[config.mk]
export PLATFORM = sky130hd
export DESIGN_NAME = password_check_flat
export DESIGN_NICKNAME = d
export VERILOG_FILES = /design/src/rtl/password_pkg.sv /design/src/rtl/password_check_if.sv /design/src/rtl/edge_detect_rise.sv /design/src/rtl/password_check.sv /design/src/flat_wrapper.sv
export SDC_FILE = /design/constraint.sdc
export NUM_CORES = 1
export LEC_CHECK = 0
export CAP_MARGIN = 20
export CORE_MARGIN = 5
export CORE_UTILIZATION = 30
export CTS_CLUSTER_DIAMETER = 150
export DETAILED_ROUTE_END_ITERATION = 10
export PLACE_DENSITY_LB_ADDON = 0.2
export SYNTH_ARGS = -nofsm -noshare
export SYNTH_HDL_FRONTEND = slang
export SYNTH_SLANG_ARGS = --single-unit
export TNS_END_PERCENT = 30
[constraint.sdc]
create_clock -name clk -period 1.83 [get_ports clk]
set_clock_uncertainty 0.2 [all_clocks]
set_input_delay 0.366 -clock clk [delete_from_list [all_inputs] [get_ports clk]]
set_output_delay 0.366 -clock clk [all_outputs]
set_load 0.01 [all_outputs]
[src/rtl/password_pkg.sv]
// Shared constants and types for the keypad password controller.
// The fail counter width is derived from MAX_TRIES.
package password_pkg;

    localparam int unsigned PW_WIDTH   = 17;
    localparam int unsigned MAX_TRIES  = 3;
    localparam int unsigned FAIL_CNT_W = $clog2(MAX_TRIES + 1);

    typedef logic [PW_WIDTH-1:0]   pw_t;
    typedef logic [FAIL_CNT_W-1:0] fail_cnt_t;

    localparam pw_t       DEFAULT_PW   = 17'd45675;
    localparam fail_cnt_t FAIL_CNT_MAX = fail_cnt_t'(MAX_TRIES);

    // Action decoded for the current cycle; at most one per enter event.
    typedef enum logic [1:0] {
        ActNone,
        ActUnlock,
        ActStore,
        ActFail
    } action_e;

    // Saturating increment: the counter never wraps past MAX_TRIES.
    function automatic fail_cnt_t fail_cnt_inc(input fail_cnt_t cnt);
        return (cnt == FAIL_CNT_MAX) ? cnt : cnt + fail_cnt_t'(1);
    endfunction

endpackage

[src/rtl/password_check_if.sv]
// Keypad-side signal bundle: entered codes, mode/enter buttons and the
// unlock/alarm indications returned by the controller.
interface password_check_if;
    import password_pkg::*;

    pw_t  in_password;
    pw_t  change_password;
    logic rsbuttonState;
    logic e_buttonState;
    logic unlock;
    logic alarm;

    modport master (
        output in_password,
        output change_password,
        output rsbuttonState,
        output e_buttonState,
        input  unlock,
        input  alarm
    );

    modport slave (
        input  in_password,
        input  change_password,
        input  rsbuttonState,
        input  e_buttonState,
        output unlock,
        output alarm
    );

endinterface

[src/rtl/edge_detect_rise.sv]
// One-cycle pulse on a 0->1 transition of a level that is already
// synchronous to clk; holding the level high yields a single pulse.
module edge_detect_rise (
    input  logic clk,
    input  logic rst,
    input  logic i_level,
    output logic o_pulse
);

    logic r_prev;

    always_ff @(posedge clk) begin
        if (rst) begin
            r_prev <= 1'b0;
        end else begin
            r_prev <= i_level;
        end
    end

    // Combinational so the consumer acts at the first edge sampling the level high.
    assign o_pulse = i_level & ~r_prev;

endmodule

[src/rtl/password_check.sv]
// Keypad access controller: compares the entered code with the stored password,
// drives unlock, counts wrong entries into a sticky alarm, and reprograms the code.
module password_check
    import password_pkg::*;
(
    input logic             clk,
    input logic             rst,
    password_check_if.slave pw_if
);

    logic      w_enter;
    logic      w_match;
    fail_cnt_t w_fail_next;
    action_e   w_action;

    pw_t       r_stored_pw;
    fail_cnt_t r_fail_cnt;
    logic      r_unlock;
    logic      r_alarm;

    edge_detect_rise u_enter_edge (
        .clk     (clk),
        .rst     (rst),
        .i_level (pw_if.e_buttonState),
        .o_pulse (w_enter)
    );

    assign w_match     = (pw_if.in_password == r_stored_pw);
    assign w_fail_next = fail_cnt_inc(r_fail_cnt);

    // Mode is taken as sampled on the enter edge; an active alarm swallows every press.
    always_comb begin
        w_action = ActNone;
        if (w_enter && !r_alarm) begin
            if (!w_match) begin
                w_action = ActFail;
            end else if (pw_if.rsbuttonState) begin
                w_action = ActStore;
            end else begin
                w_action = ActUnlock;
            end
        end
    end

    always_ff @(posedge clk) begin
        if (rst) begin
            r_stored_pw <= DEFAULT_PW;
            r_fail_cnt  <= '0;
            r_unlock    <= 1'b0;
            r_alarm     <= 1'b0;
        end else begin
            unique case (w_action)
                ActNone: begin
                end
                ActUnlock: begin
                    r_unlock   <= 1'b1;
                    r_fail_cnt <= '0;
                end
                ActStore: begin
                    r_stored_pw <= pw_if.change_password;
                    r_fail_cnt  <= '0;
                    r_unlock    <= 1'b0;
                end
                ActFail: begin
                    r_unlock   <= 1'b0;
                    r_fail_cnt <= w_fail_next;
                    if (w_fail_next == FAIL_CNT_MAX) begin
                        r_alarm <= 1'b1;
                    end
                end
            endcase
            // Program mode keeps the door locked regardless of any enter outcome.
            if (pw_if.rsbuttonState) begin
                r_unlock <= 1'b0;
            end
        end
    end

    assign pw_if.unlock = r_unlock;
    assign pw_if.alarm  = r_alarm;

endmodule

[src/flat_wrapper.sv]
// flat-port wrapper written by rule: the top's interface ports become plain ports
module password_check_flat import password_pkg::*;
  (clk, rst, pw_if_in_password, pw_if_change_password, pw_if_rsbuttonState, pw_if_e_buttonState, pw_if_unlock, pw_if_alarm);
  password_check_if pw_if_i ();
  input logic clk;
  input logic rst;
  input wire logic [$bits(pw_if_i.in_password)-1:0] pw_if_in_password;
  input wire logic [$bits(pw_if_i.change_password)-1:0] pw_if_change_password;
  input wire logic [$bits(pw_if_i.rsbuttonState)-1:0] pw_if_rsbuttonState;
  input wire logic [$bits(pw_if_i.e_buttonState)-1:0] pw_if_e_buttonState;
  output wire logic [$bits(pw_if_i.unlock)-1:0] pw_if_unlock;
  output wire logic [$bits(pw_if_i.alarm)-1:0] pw_if_alarm;
  assign pw_if_i.in_password = pw_if_in_password;
  assign pw_if_i.change_password = pw_if_change_password;
  assign pw_if_i.rsbuttonState = pw_if_rsbuttonState;
  assign pw_if_i.e_buttonState = pw_if_e_buttonState;
  assign pw_if_unlock = pw_if_i.unlock;
  assign pw_if_alarm = pw_if_i.alarm;
  password_check u_core (.clk(clk), .rst(rst), .pw_if(pw_if_i));
endmodule
==> run summary <==
The run finished, with violations left. The final reports fail on negative setup slack. In this design, the largest share of critical-path delay is due to buffers and inverters. The netlist uses 26 different library cells. After clock tree synthesis, the clock-pin slew on the worst setup and hold paths is 0.13 ns. The adder and majority cell fraction of the synthesized area works out to 0.

The final routed wire length divided by cell count was 13.4 um; the layout net count was 211. After routing, the total negative slack on setup checks comes to -1.65 ns. The total die area was 4940 sq um. The post-synthesis sequential element count is 22.

STA puts the critical path data required time at 1.84 ns. The minimum setup slack in the final design came out at -0.149 ns. Setup repair after global routing could not meet its margin everywhere. The commonest register cell after synthesis is dfxtp_1.

The sequential share of the synthesized area is 0.404. The effective utilization at floorplan was 0.305; the count of antenna-violating nets left after detailed routing was 0. Together, buffers and inverters on the worst path number 3. The largest family of logic cells by synthesized area was simple AND/OR/NAND/NOR gates. The mux cell area share after synthesis works out to 0. Walking the worst path, the cells encountered are clkdlybuf4s50_1, xor2_1, nor4_2, buf_4, nand4_1, buf_6, nor3_4, o21ai_1. The run gives 356 as the number of fill cells.

During synthesis, Yosys emitted a total of 0 warnings. The tools report the via count of the first global-routing pass as 1053. The commonest cells after synthesis are 22 x dfxtp_1, 18 x a21oi_1, 17 x xor2_1.

Power spread over the standard cell area amounts to 579 nW/um^2. Row generation in the floorplan step produced 22 rows. DRC marker count from the first detailed-route iteration: 94.

The die span in y is 70.3 um. The synthesis-to-finish area growth came out at 58.1%. The worst path in the final design needs a cycle of 1.98 ns, including I/O delays and setup. The worst setup path is captured at a flop. The tools report the H-tree depth as 1. The worst-case IR drop observed on VDD is 0.447 mV.

The xor-xnor portion of the synthesized cell area is 0.136. The run gives 0 as the number of max-cap violations. The kind of path behind the tightest hold check was flop to flop. The delay of the slowest critical-path stage was 0.41 ns; the final period utilization was 1.08. The overall fraction of global-route tracks in use is 0.118, and the critical path data arrival time is 1.98 ns. The standby leakage power is 0.000655 uW. The mean area per synthesized cell is 8.94 sq um. Synthesis produced a netlist whose cell count is 122. The share of the synthesized area in the top cell type was 0.404; the total grt overflow was 0. The cell with the largest stage delay on the worst path is clkdlybuf4s50_1.

Core utilization of the finished layout: 0.482. The floorplan step set the die width to 70.3 um. The overall via count from detail_route is 1060, and the half-perimeter wire length of the detailed placement result is 2.27 mm. The synthesized-area fraction occupied by ao, oa, aoi and oai cells came out at 0.196. Cell with the most instances after synthesis: dfxtp_1. The nature of the critical path startpoint was an input port. Based on the critical path, the design can be clocked at up to 505 MHz. Routability congestion estimate: 0.802. Summing all multi-input logic gate instances after layout gives 652 sq um. The tools report the final hold violation count as 0. Entering global routing, the biggest net connects 14 pins.

The number of placed instances, taps included, is 214. Clock tree synthesis inserted a total of 3 buffers. The async set or reset register ratio after synthesis was 0; the insertion delay of the later-clocked pin in the worst-skew pair was 0.31 ns.

The actual slew at the worst max-slew pin was 0.346 ns; the maximum count of clock buffers along a single path was 2. The run gives 0 as the number of antenna violations at the first check in global routing. Cell taking the most area after synthesis: dfxtp_1. Pin placement for this block handled 40 I/O pins.

The first detailed-routing pass took 4 iterations. The run gives 0.767 as the relative slew slack. After detailed routing, the number of vias per cell comes to 4.82.

The finished layout holds 220 standard cells, fillers aside. Setup slack on the worst reg-to-reg path comes out at -0.12 ns. The logs give 17 for the final count of negative-setup-slack endpoints and 2.94 mm for the wire length reported by the detailed router.

The synthesized netlist occupies a cell area of 1090 sq um. After floorplanning, the core was sized to cover 3580 sq um. The number of nets in the synthesized netlist is 160.

Input and output buffers added on the ports amount to 39. The setup path with the least slack is of type input port to flop. The synthesized design contains 0 enable-type register cells. 0 antenna diodes ended up in the layout.

The sequential cells in the finished layout cover a total of 444 sq um. The tools report the number of slew-limit violations in the final report as 0. The maximum fanout count along the critical path came out at 6.

The run gives 998 uW as the total power after layout. The share of final-layout standard cells stronger than drive strength 1 was 0.238; the number of clock sinks seen by CTS was 22. TritonCTS built the clock tree.

After detailed routing, the number of remaining DRC violations is 0. Ranked by total cell area, the synthesized netlist is headed by dfxtp_1 40%, xor2_1 14%, a21oi_1 8.3%, o21ai_1 4.6%, nand3_1 4.1%. The tree is rooted in a clkbuf_4.

The simple logic cell fraction of the synthesized area is 0.206. The first global-routing pass estimated 4.70 mm of wire.
==> metal layers <==
metal / share of wire / up-vias / track usage
met5: 0 / - / 0
met4: 0.0065 / 0 / 0.0234
met3: 0.059 / 4 / 0.0532
met2: 0.49 / 24 / 0.199
met1: 0.44 / 494 / 0.138
li1: - / 538 / -
==> area by class of cell <==
| cell class | instances | share of cell area |
|---|---|---|
| sequential | 22 | 0.257 |
| tap | 48 | 0.0348 |
| clock buffer | 3 | 0.0131 |
| inverter | 2 | 0.00435 |
| timing repair buffer | 54 | 0.295 |
| multi-input combinational | 90 | 0.378 |
| clock inverter | 1 | 0.0174 |
==> worst register-to-register path: stages (launching register included) <==
cell     delay [ns]
dfxtp_1        0.37
xor2_1         0.17
nor4_2         0.37
nand4_1        0.27
buf_6          0.22
nor3_4         0.18
o21ai_1        0.07
==> layout by cell type (no fill, tap or decap), types with 8 or more instances in the layout <==
master / netlist / layout
nor3_2: 3 / 8
dfxtp_1: 22 / 19
clkdlybuf4s50_1: 0 / 29
a21oi_1: 18 / 18
buf_4: 2 / 12
o21ai_1: 10 / 13
dlygate4sd2_1: 0 / 8
xor2_1: 17 / 17
nand3_1: 9 / 9
==> power breakdown <==
part | total (uW) | switching [uW] | internal, uW
clock | 371 | 149 | 222
combinational | 140 | 51.1 | 88.9
sequential | 488 | 3.56 | 484
total | 998 | 204 | 795
==> worst paths after layout <==
check,from,end,cells past startpoint
setup / recovery,pw_if_in_password[16],u_core.r_stored_pw[13],8
hold / removal,u_core.r_fail_cnt[1],u_core.pw_if.alarm,2
setup reg to reg,u_core.r_stored_pw[10],u_core.r_stored_pw[13],6
hold reg to reg,u_core.r_fail_cnt[1],u_core.pw_if.alarm,2
==> logic make-up (layout without fill, tap and decap cells) <==
family	after synthesis	in the layout
xor+xnor	17	17
flops	22	22
compound gates	40	40
buf+inv	10	60
simple gates	33	33
==> what timing repair did <==
item                       CTS  global route
resized for setup           28            10
hold buffers                 0             0
pin swaps                   21            10
setup buffers                1             0
setup endpoints to repair   22            21
cloned                       1             0
==> state kept, by name, summed over array words and instances (netlist names) <==
register                    flops
u_core.r_fail_cnt               2
u_core.r_stored_pw             17
u_core.u_enter_edge.r_prev      1
u_core.pw_if.alarm              1
u_core.pw_if.unlock             1
==> metrics by stage <==
| step | hold slack (ns) | cell area, sq um | setup slack [ns] |
|---|---|---|---|
| after global placement | 0.271 | 1580 | -0.515 |
| after floorplan | 0.236 | 1090 | 0.0227 |
| final | 0.279 | 1730 | -0.149 |
| after detailed placement | 0.274 | 1580 | -0.559 |
| after global routing | 0.298 | 1730 | -0.261 |
| after CTS | 0.285 | 1690 | -0.123 |
Note: power is estimated with default switching activity, not from simulation.
